### config.mk
export PLATFORM = sky130hd
export DESIGN_NAME = pc_target_unit
export DESIGN_NICKNAME = d
export VERILOG_FILES = /design/src/rtl/pc_target_unit.sv
export SDC_FILE = /design/constraint.sdc
export NUM_CORES = 1
export LEC_CHECK = 0
export CORE_MARGIN = 2
export CORE_UTILIZATION = 26
export DETAILED_ROUTE_END_ITERATION = 10
export PLACE_DENSITY = 0.48
export SLEW_MARGIN = 20
export SYNTH_ARGS = -nofsm -noshare
export SYNTH_HDL_FRONTEND = slang
export SYNTH_SLANG_ARGS = --single-unit
### constraint.sdc
create_clock -name clk -period 10.5 [get_ports clk]
set_input_delay 2.1 -clock clk [delete_from_list [all_inputs] [get_ports clk]]
set_output_delay 2.1 -clock clk [all_outputs]
set_load 0.1 [all_outputs]
### src/rtl/pc_target_unit.sv
// pc_target_unit
// Program-counter register and control-flow target selection for the CPU
// front end. Each accepted cycle picks one of four next-PC sources:
// sequential, PC-relative (branch/jal), register-relative (jalr/jr), or
// the top of a small circular return-address stack.
module pc_target_unit #(
  parameter int unsigned     XLEN      = 32,
  parameter int unsigned     IMM_W     = 16,
  parameter int unsigned     IMM_SHIFT = 2,
  parameter int unsigned     STEP      = 4,
  parameter logic [XLEN-1:0] RESET_PC  = '0,
  parameter int unsigned     RAS_DEPTH = 4
) (
  input  logic             clk,
  input  logic             rst_n,
  input  logic             stall,
  input  logic             op_valid,
  input  logic [2:0]       op,
  input  logic             taken,
  input  logic [IMM_W-1:0] imm,
  input  logic [XLEN-1:0]  base,
  output logic [XLEN-1:0]  pc,
  output logic [XLEN-1:0]  link,
  output logic             redirect,
  output logic             misalign,
  output logic             illegal,
  output logic             ras_underflow,
  output logic             ras_empty,
  output logic             ras_full
);

  // Operation encodings.
  localparam logic [2:0] OP_BR   = 3'd0;
  localparam logic [2:0] OP_JAL  = 3'd1;
  localparam logic [2:0] OP_JALR = 3'd2;
  localparam logic [2:0] OP_RET  = 3'd3;
  localparam logic [2:0] OP_JR   = 3'd4;

  // RAS geometry: the pointer wraps naturally because the depth is a power
  // of two; the count needs one extra bit to represent "full".
  localparam int unsigned PTR_W = $clog2(RAS_DEPTH);
  localparam int unsigned CNT_W = PTR_W + 1;

  localparam logic [XLEN-1:0]  STEP_V     = XLEN'(STEP);
  // STEP is a power of two, so STEP-1 masks exactly the alignment bits
  // (and is zero when STEP=1, which disables the alignment check).
  localparam logic [XLEN-1:0]  ALIGN_MASK = XLEN'(STEP - 1);
  localparam logic [CNT_W-1:0] CNT_MAX    = CNT_W'(RAS_DEPTH);

  // Architectural state.
  logic [XLEN-1:0]  pc_q;
  logic [XLEN-1:0]  ras_mem [RAS_DEPTH];
  logic [PTR_W-1:0] ras_ptr;    // next free slot; top entry sits at ras_ptr-1
  logic [CNT_W-1:0] ras_cnt;
  logic             redirect_q;
  logic             misalign_q;
  logic             illegal_q;
  logic             underflow_q;

  // Datapath values.
  logic [XLEN-1:0]  imm_sext;
  logic [XLEN-1:0]  pc_rel_target;
  logic [XLEN-1:0]  reg_rel_target;
  logic [PTR_W-1:0] top_idx;
  logic [XLEN-1:0]  ras_top;

  // Decode results.
  logic             accepted;
  logic             take;
  logic             push_req;
  logic             pop_req;
  logic             reserved_op;
  logic             ret_empty;
  logic [XLEN-1:0]  target;
  logic             bad_align;
  logic             do_redirect;
  logic             do_push;
  logic             do_pop;
  logic [XLEN-1:0]  next_pc;

  // Outputs derived purely from registered state.
  assign pc            = pc_q;
  assign link          = pc_q + STEP_V;
  assign redirect      = redirect_q;
  assign misalign      = misalign_q;
  assign illegal       = illegal_q;
  assign ras_underflow = underflow_q;
  assign ras_empty     = (ras_cnt == '0);
  assign ras_full      = (ras_cnt == CNT_MAX);

  // Target adders; all arithmetic is modulo 2^XLEN with the carry dropped.
  assign imm_sext       = XLEN'($signed(imm));
  assign pc_rel_target  = pc_q + (imm_sext << IMM_SHIFT);
  assign reg_rel_target = base + imm_sext;
  assign top_idx        = ras_ptr - PTR_W'(1);
  assign ras_top        = ras_mem[top_idx];

  // Decode the presented op into a candidate target and RAS request.
  always_comb begin
    // NOTE: every signal gets a default before the case so that no path
    // leaves it unassigned; otherwise synthesis infers a latch.
    accepted    = op_valid & ~stall;
    take        = 1'b0;
    push_req    = 1'b0;
    pop_req     = 1'b0;
    reserved_op = 1'b0;
    ret_empty   = 1'b0;
    target      = pc_rel_target;
    if (accepted) begin
      case (op)
        OP_BR: begin
          take   = taken;
          target = pc_rel_target;
        end
        OP_JAL: begin
          take     = 1'b1;
          push_req = 1'b1;
          target   = pc_rel_target;
        end
        OP_JALR: begin
          take     = 1'b1;
          push_req = 1'b1;
          target   = reg_rel_target;
        end
        OP_RET: begin
          target = ras_top;
          if (ras_empty) begin
            ret_empty = 1'b1;
          end else begin
            take    = 1'b1;
            pop_req = 1'b1;
          end
        end
        OP_JR: begin
          take   = 1'b1;
          target = reg_rel_target;
        end
        default: reserved_op = 1'b1;
      endcase
    end
  end

  // Reject misaligned targets: no redirect and no RAS side effect.
  always_comb begin
    bad_align   = take && ((target & ALIGN_MASK) != '0);
    do_redirect = take & ~bad_align;
    do_push     = push_req & do_redirect;
    do_pop      = pop_req & do_redirect;
    if (bad_align) begin
      next_pc = pc_q;
    end else if (do_redirect) begin
      next_pc = target;
    end else begin
      next_pc = link;
    end
  end

  // PC register and one-cycle status flags; flags clear on a stalled edge.
  always_ff @(posedge clk or negedge rst_n) begin
    // NOTE: sequential state uses non-blocking assignments so every register
    // samples pre-edge values regardless of statement order.
    if (!rst_n) begin
      pc_q        <= RESET_PC;
      redirect_q  <= 1'b0;
      misalign_q  <= 1'b0;
      illegal_q   <= 1'b0;
      underflow_q <= 1'b0;
    end else begin
      if (!stall) begin
        pc_q <= next_pc;
      end
      redirect_q  <= do_redirect;
      misalign_q  <= bad_align;
      illegal_q   <= reserved_op;
      underflow_q <= ret_empty;
    end
  end

  // RAS pointer and occupancy; a push on a full stack overwrites the oldest
  // entry, so the count saturates at RAS_DEPTH.
  always_ff @(posedge clk or negedge rst_n) begin
    if (!rst_n) begin
      ras_ptr <= '0;
      ras_cnt <= '0;
    end else if (do_push) begin
      ras_ptr <= ras_ptr + PTR_W'(1);
      if (ras_cnt != CNT_MAX) begin
        ras_cnt <= ras_cnt + CNT_W'(1);
      end
    end else if (do_pop) begin
      ras_ptr <= top_idx;
      ras_cnt <= ras_cnt - CNT_W'(1);
    end
  end

  // RAS storage, written with the link address on each push.
  always_ff @(posedge clk) begin
    // NOTE: entries are not reset; validity is tracked by ras_cnt alone, so
    // the storage stays a plain register file without a reset network.
    if (do_push) begin
      ras_mem[ras_ptr] <= link;
    end
  end

endmodule

==> metrics.txt, run 1 <==
Synth Instances 997; Worst path max stage delay 1.25 ns; H-Tree Depth 4; top cells by count, synth edfxtp_1 (128), a21oi_1 (75), nor2_1 (71); First DRT Iteration DRCs 730; share of the synthesized area in the top cell type 35.6%; GPL Wtd Cong 0.860; crit-path leading delay family simple AND/OR/NAND/NOR gates; Setup Slack @ Placement 3.84 ns; Initial Utilization 26.4%; Int Pwr 0.00183 W; Max Clock Skew 0.00713 ns; multi-input logic area 5630 sq um; number of synthesized flops with an enable pin 128; ant diodes 0; FF+latch count, synth 169; NetSw 0.00185 W; Switching Share 50.3%; CP max-delay cell clkdlybuf4s50_1; Routed wire per std cell 20.8 um; Seq pwr share 26.5%; final worst setup slack 4.05 ns; Overall Global Routing Usage 15.6%; Root Driver clkbuf_16; Mapped Area 10,800 sq um; sequential fraction of the synthesis area 45.0%; Num CTS Buffers 17; share of total power in combinational logic 57.0%; PwrDens 279 nW/um^2; ANT nets after route 0; P&R area growth vs syn 21.9%; Max-Slew Margin vs Limit 31.9%; outcome complete, no violations; chip width 208 um; Worst Path Required 8.40 ns; VDD IR max 0.156 mV; CTS tree yes; CTS Buffer Depth 2; Tcrit/Tclk final 61.5%; Sink Count 169; IO Port Bufs 125; core area 40,900 sq um; DR vias/cell 5.15; # setup viols final 0; num ports 126; Leakage 4.82 nW; Worst-Skew Late Latency 0.43 ns; maxcap violations 0; WP data arrival 4.35 ns; final net count 1,226; Distinct cells, synth 76; Max FO, Critical Path 7; Synth async-reset ratio 24.3%; Hold Vio Cnt, Final 0; vias in the first global route 8,392; cts repair resizes 0; total grt overflow 0; synthesized net count 1,121; syn avg cell area 10.8 sq um; initial antenna violation count 0; Post-CTS Setup Bufs 0; # DRC 0; f_max 155 MHz; die height 208 um; Synth area leaders edfxtp_1 (36%), dfrtp_1 (9.5%), ha_1 (7.5%), mux4_2 (6.3%), xnor2_1 (3.7%); most used cell, CP nor2_1; Top FF cell, synth edfxtp_1; post-synth top area cell edfxtp_1; largest net degree at the start of global routing 42; Clock power frac 16.5%; crit path cell chain nand4_1 > or2_2 > nor2_1 > and2_1 > nand3_1 > nor2_1 > xor2_1 > clkdlybuf4s50_1; Reg area 4870 sq um; # rows 74; final wirelength 34,300 um; Hold-fix buffers, CTS 0; filler instances 4,175; final worst path period need 6.45 ns; top-count cell post-synth edfxtp_1; Worst-path clk slew 0.07 ns; DRT Pass-1 Iters 5; worst hold path type reg -> reg; Vias 8,475; YS warnings 0; RSZ-0062 raised after global routing false; critical path type reg -> out; CP endpoint kind output port; die area 43,200 sq um; Max Slew Vio Count 0; Least-Margin Pin Slew 1.02 ns; CP Launch Type flop; setup_tns 0 ns; WP buf/inv 1; layout cells sized above 1 8.25%; detailed placement HPWL 25,700 um; first-pass GRT wire length 51,700 um
## worst register-to-register path, stage by stage, from the launching register on
cell and delay [ns]:
dfrtp_2 0.39, inv_1 0.11, ha_1 0.34, nor3_1 0.24, a211oi_1 0.07, a21oi_1 0.26
o221ai_1 0.18, or2_1 0.27, inv_1 0.61, and3_1 0.55, buf_4 0.43
## final cells by class
cell class	instances	area share, %
repair buffers	139	10.3
clock inverters	12	0.959
flip-flops and latches	169	37.0
well taps	532	5.05
inverters	24	0.684
multi-input cells	751	42.8
clock buffers	20	3.31
## cell usage in the layout (no fill, tap or decap), drive strengths merged, types with 8 or more instances in the layout
cell           instances
ha                    65
nor3                  16
xnor2                 46
and2                  10
inv                   25
o22ai                  9
dfrtp                 41
mux4                  30
o31ai                  8
a211oi                10
nand3                 25
nor2b                  8
o21ai                 60
a21o                  28
o21bai                 9
nand2                 65
and3                  19
a31oi                 15
a21oi                 75
buf                   15
nand2b                11
edfxtp               128
clkbuf                20
o21a                  15
clkdlybuf4s50        124
xor2                  34
a221oi                12
nand4                 18
nor2                  71
## logic make-up (layout without fill, tap and decap cells)
group / count (synthesis) / in the layout / synth area share (%)
AOI/OAI and AO/OA: 292 / 292 / 17.8
xor gates and xnor gates: 80 / 80 / 6.48
adders and majority gates: 68 / 68 / 8.08
buffers and inverters: 77 / 195 / 3.00
DFF: 169 / 169 / 45.0
muxes: 37 / 37 / 6.92
and+or+nand+nor: 274 / 274 / 12.7
## registers in the layout, summed over array words and instances, names as in the netlist
register	count
ras_ptr	2
misalign	1
ras_underflow	1
illegal	1
ras_mem	128
redirect	1
pc	32
ras_cnt	3
## power groups by stage
| stage | Clock (W) | Combinational, W | Sequential [W] |
|---|---|---|---|
| 2_1_floorplan | 0 | 0.00125 | 0.00125 |
| 3_3_place_gp | 0 | 0.00210 | 0.000986 |
| 3_5_place_dp | 0 | 0.00209 | 0.000985 |
| 4_1_cts | 0.000624 | 0.00210 | 0.000972 |
| 5_1_grt | 0.000646 | 0.00222 | 0.000984 |
| 6_report | 0.000606 | 0.00210 | 0.000973 |
## path summary, 6_finish.rpt
kind | from | endpoint | slack (ns) | cells after the start
max | pc[5] | link[29] | 4.05 | 8
min | ras_cnt[2] | ras_cnt[2] | 0.49 | 1
max reg2reg | ras_ptr[0] | ras_mem[3][23] | 6.69 | 10
min reg2reg | ras_cnt[2] | ras_cnt[2] | 0.49 | 1
max in group asynchronous | rst_n | ras_ptr[0] | 8.25 | 2
min in group asynchronous | rst_n | pc[27] | 1.75 | 2
## stage by stage
step	util [%]	instances	cell area, sq um	hold slack, ns	total power, W
after floorplan	-	997	10800	0.459	0.00250
after global placement	30.8	1615	12600	0.485	0.00309
after detailed placement	30.8	1615	12600	0.480	0.00308
after CTS	32.2	1647	13200	0.493	0.00370
after global routing	32.2	1647	13200	0.508	0.00385
final	32.2	1647	13200	0.491	0.00367
## layer usage
metal | vias to the layer above | GRT usage [%] | part of all wire, %
met5 | - | 0 | 0
met4 | 0 | 4.48 | 1.6
met3 | 39 | 2.07 | 4.9
met2 | 251 | 23.5 | 44
met1 | 4139 | 23.3 | 50
li1 | 4046 | - | -
Note: power is estimated with default switching activity, not from simulation.
==> inputs of run 2 (changes only) <==
PLACE_DENSITY = 0.5   (was 0.48)
clock period = 5.9 ns   (was 10.5 ns; I/O delays follow)
==> metrics.txt, run 2 (synthesis results as in run 1) <==
outcome complete, no violations (unchanged); crit-path leading delay family buffers and inverters (was simple AND/OR/NAND/NOR gates); Routed wire per std cell 21.0 um (was 20.8 um); Switching Share 51.3% (was 50.3%); Tcrit/Tclk final 86.3%; worst hold path type reg -> reg (unchanged); commonest non-fill, non-tap cell in the layout edfxtp_1 (unchanged); VDD IR max 0.305 mV (was 0.156 mV); Reg area 4870 sq um (unchanged); Post-Place Cells 1,622 (was 1,615); share of total power in combinational logic 57.1% (was 57.0%); launch point of the worst path pc[4] (was pc[5]); critical path type reg -> out (unchanged); final hold slack 0.500 ns (was 0.491 ns); core area 40,900 sq um (unchanged); CP Launch Type flop (unchanged); H-Tree Depth 4 (unchanged); ant diodes 0 (unchanged); WP data arrival 3.91 ns (was 4.35 ns); ANT nets after route 0 (unchanged); total grt overflow 0 (unchanged); Seq pwr share 26.5% (about the same); P&R area growth vs syn 22.1% (was 21.9%); Worst path max stage delay 1.26 ns (was 1.25 ns); DR vias/cell 5.15 (about the same); filler instances 4,192 (was 4,175); RR Startpoint pc[2] (was ras_ptr[0]); # setup viols final 0 (unchanged); initial antenna violation count 0 (unchanged); crit path capture link[19] (was link[29]); Worst-Skew Late Latency 0.44 ns (was 0.43 ns); DRT Pass-1 Iters 5 (unchanged); Worst Path Required 4.72 ns (was 8.40 ns); final wirelength 34,700 um (was 34,300 um); WP buf/inv 1 (unchanged); CTS Buffer Depth 2 (unchanged); Most flops, register ras_mem (unchanged); f_max 196 MHz; Overall Global Routing Usage 16.0% (was 15.6%); Post-Layout Cell Count 1,654 (was 1,647); cell area after layout 13,200 sq um (about the same); detailed placement HPWL 26,000 um (was 25,700 um); setup_tns 0 ns (unchanged); cts repair resizes 0 (unchanged); Max-Slew Margin vs Limit 30.5% (was 31.9%); CTS tree yes (unchanged); chip width 208 um (unchanged); die height 208 um (unchanged); r2r worst-path depth 11 (was 10); first-pass GRT wire length 52,900 um (was 51,700 um); RSZ-0062 raised after global routing false (unchanged); Num CTS Buffers 17 (unchanged); Max Clock Skew 0.0105 ns (was 0.00713 ns); Hold Vio Cnt, Final 0 (unchanged); Worst-path clk slew 0.07 ns (about the same); NetSw 0.00335 W (was 0.00185 W); GPL Wtd Cong 0.849 (was 0.860); reg2reg setup slack 2.44 ns (was 6.69 ns); final worst path period need 5.09 ns; Int Pwr 0.00318 W (was 0.00183 W); vias in the first global route 8,494 (was 8,392); multi-input logic area 5630 sq um (unchanged); CP endpoint kind output port (unchanged); Initial Utilization 26.4% (unchanged); Placed Area 12,600 sq um (about the same); largest net degree at the start of global routing 42 (unchanged); First DRT Iteration DRCs 689 (was 730); Root Driver clkbuf_16 (unchanged); num ports 126 (unchanged); # DRC 0 (unchanged); most frequent cells in the layout edfxtp_1 (128), clkdlybuf4s50_1 (114), a21oi_1 (75) (was edfxtp_1 (128), clkdlybuf4s50_1 (124), a21oi_1 (75)); layout cells sized above 1 10.1% (was 8.25%); Clock power frac 16.4% (was 16.5%); max reg flops 128 (unchanged); cell count along the critical path 6 (was 8); Vias 8,514 (was 8,475); CP max-delay cell clkdlybuf4s50_1 (unchanged); PwrDens 495 nW/um^2 (was 279 nW/um^2); final net count 1,233 (was 1,226); Least-Margin Pin Slew 1.04 ns (was 1.02 ns); Sink Count 169 (unchanged); IO Port Bufs 125 (unchanged); FF-to-FF End pc[30] (was ras_mem[3][23]); Post-CTS Setup Bufs 0 (unchanged); maxcap violations 0 (unchanged); Hold-fix buffers, CTS 0 (unchanged); Max FO, Critical Path 9 (was 7); crit path cell chain nand4_1 > or2_2 > nor2_1 > nand3_1 > xnor2_1 > clkdlybuf4s50_1 (was nand4_1 > or2_2 > nor2_1 > and2_1 > nand3_1 > nor2_1 > xor2_1 > clkdlybuf4s50_1); Design Power 0.00653 W (was 0.00367 W); # rows 74 (unchanged); die area 43,200 sq um (unchanged); Max Slew Vio Count 0 (unchanged); Leakage 4.87 nW (was 4.82 nW)
==> run 2: cell count changes in the layout (fill, tap and decap cells not counted), sizes merged <==
| cell | previous run | this run |
|---|---|---|
| buf | 15 | 32 |
| clkdlybuf4s50 | 124 | 114 |
| inv | 25 | 31 |
| clkbuf | 20 | 17 |
| bufinv | 2 | 0 |
| clkinvlp | 4 | 2 |
| clkinv | 5 | 6 |
==> run 2: per-stage QoR <==
step           worst slack (ns)  utilization, %
2_1_floorplan             0.509               -
6_report                  0.807            32.3
3_3_place_gp              0.959            30.9
4_1_cts                   0.752            32.3
3_5_place_dp              0.954            30.9
5_1_grt                   0.560            32.3
==> run 2: routing by layer <==
layer	wire length (um)	vias to the layer above	GRT usage (%)
li1	-	4059	-
met1	17000	4202	23.5
met2	15500	227	24.7
met3	1760	26	2.34
met4	512	0	4.08
met5	0	-	0
==> run 2: layout make-up <==
type,instances,share of cell area [%]
Multi-Input combinational cell,751,42.7
Inverter,24,0.682
Tap cell,532,5.04
Clock inverter,15,1.04
Sequential cell,169,36.9
Clock buffer,17,3.22
Timing Repair Buffer,146,10.4
==> run 2: power groups by stage <==
| stage | Combinational [W] | Clock (W) | Sequential, W |
|---|---|---|---|
| 2_1_floorplan | 0.00222 | 0 | 0.00223 |
| 3_3_place_gp | 0.00374 | 0 | 0.00176 |
| 3_5_place_dp | 0.00372 | 0 | 0.00176 |
| 4_1_cts | 0.00374 | 0.00110 | 0.00173 |
| 5_1_grt | 0.00396 | 0.00114 | 0.00175 |
| 6_report | 0.00373 | 0.00107 | 0.00173 |
==> run 2: worst min-delay path by stage <==
stage | end | cells past startpoint | from | slack (ns)
after CTS | ras_cnt[2] | 1 | ras_cnt[2] | 0.50
after global placement | ras_cnt[2] | 1 | ras_cnt[2] | 0.48
after floorplan | ras_cnt[2] | 1 | ras_cnt[2] | 0.46
final | ras_cnt[2] | 1 | ras_cnt[2] | 0.50
after global routing | ras_cnt[2] | 1 | ras_cnt[2] | 0.54
after detailed placement | ras_cnt[2] | 1 | ras_cnt[2] | 0.49
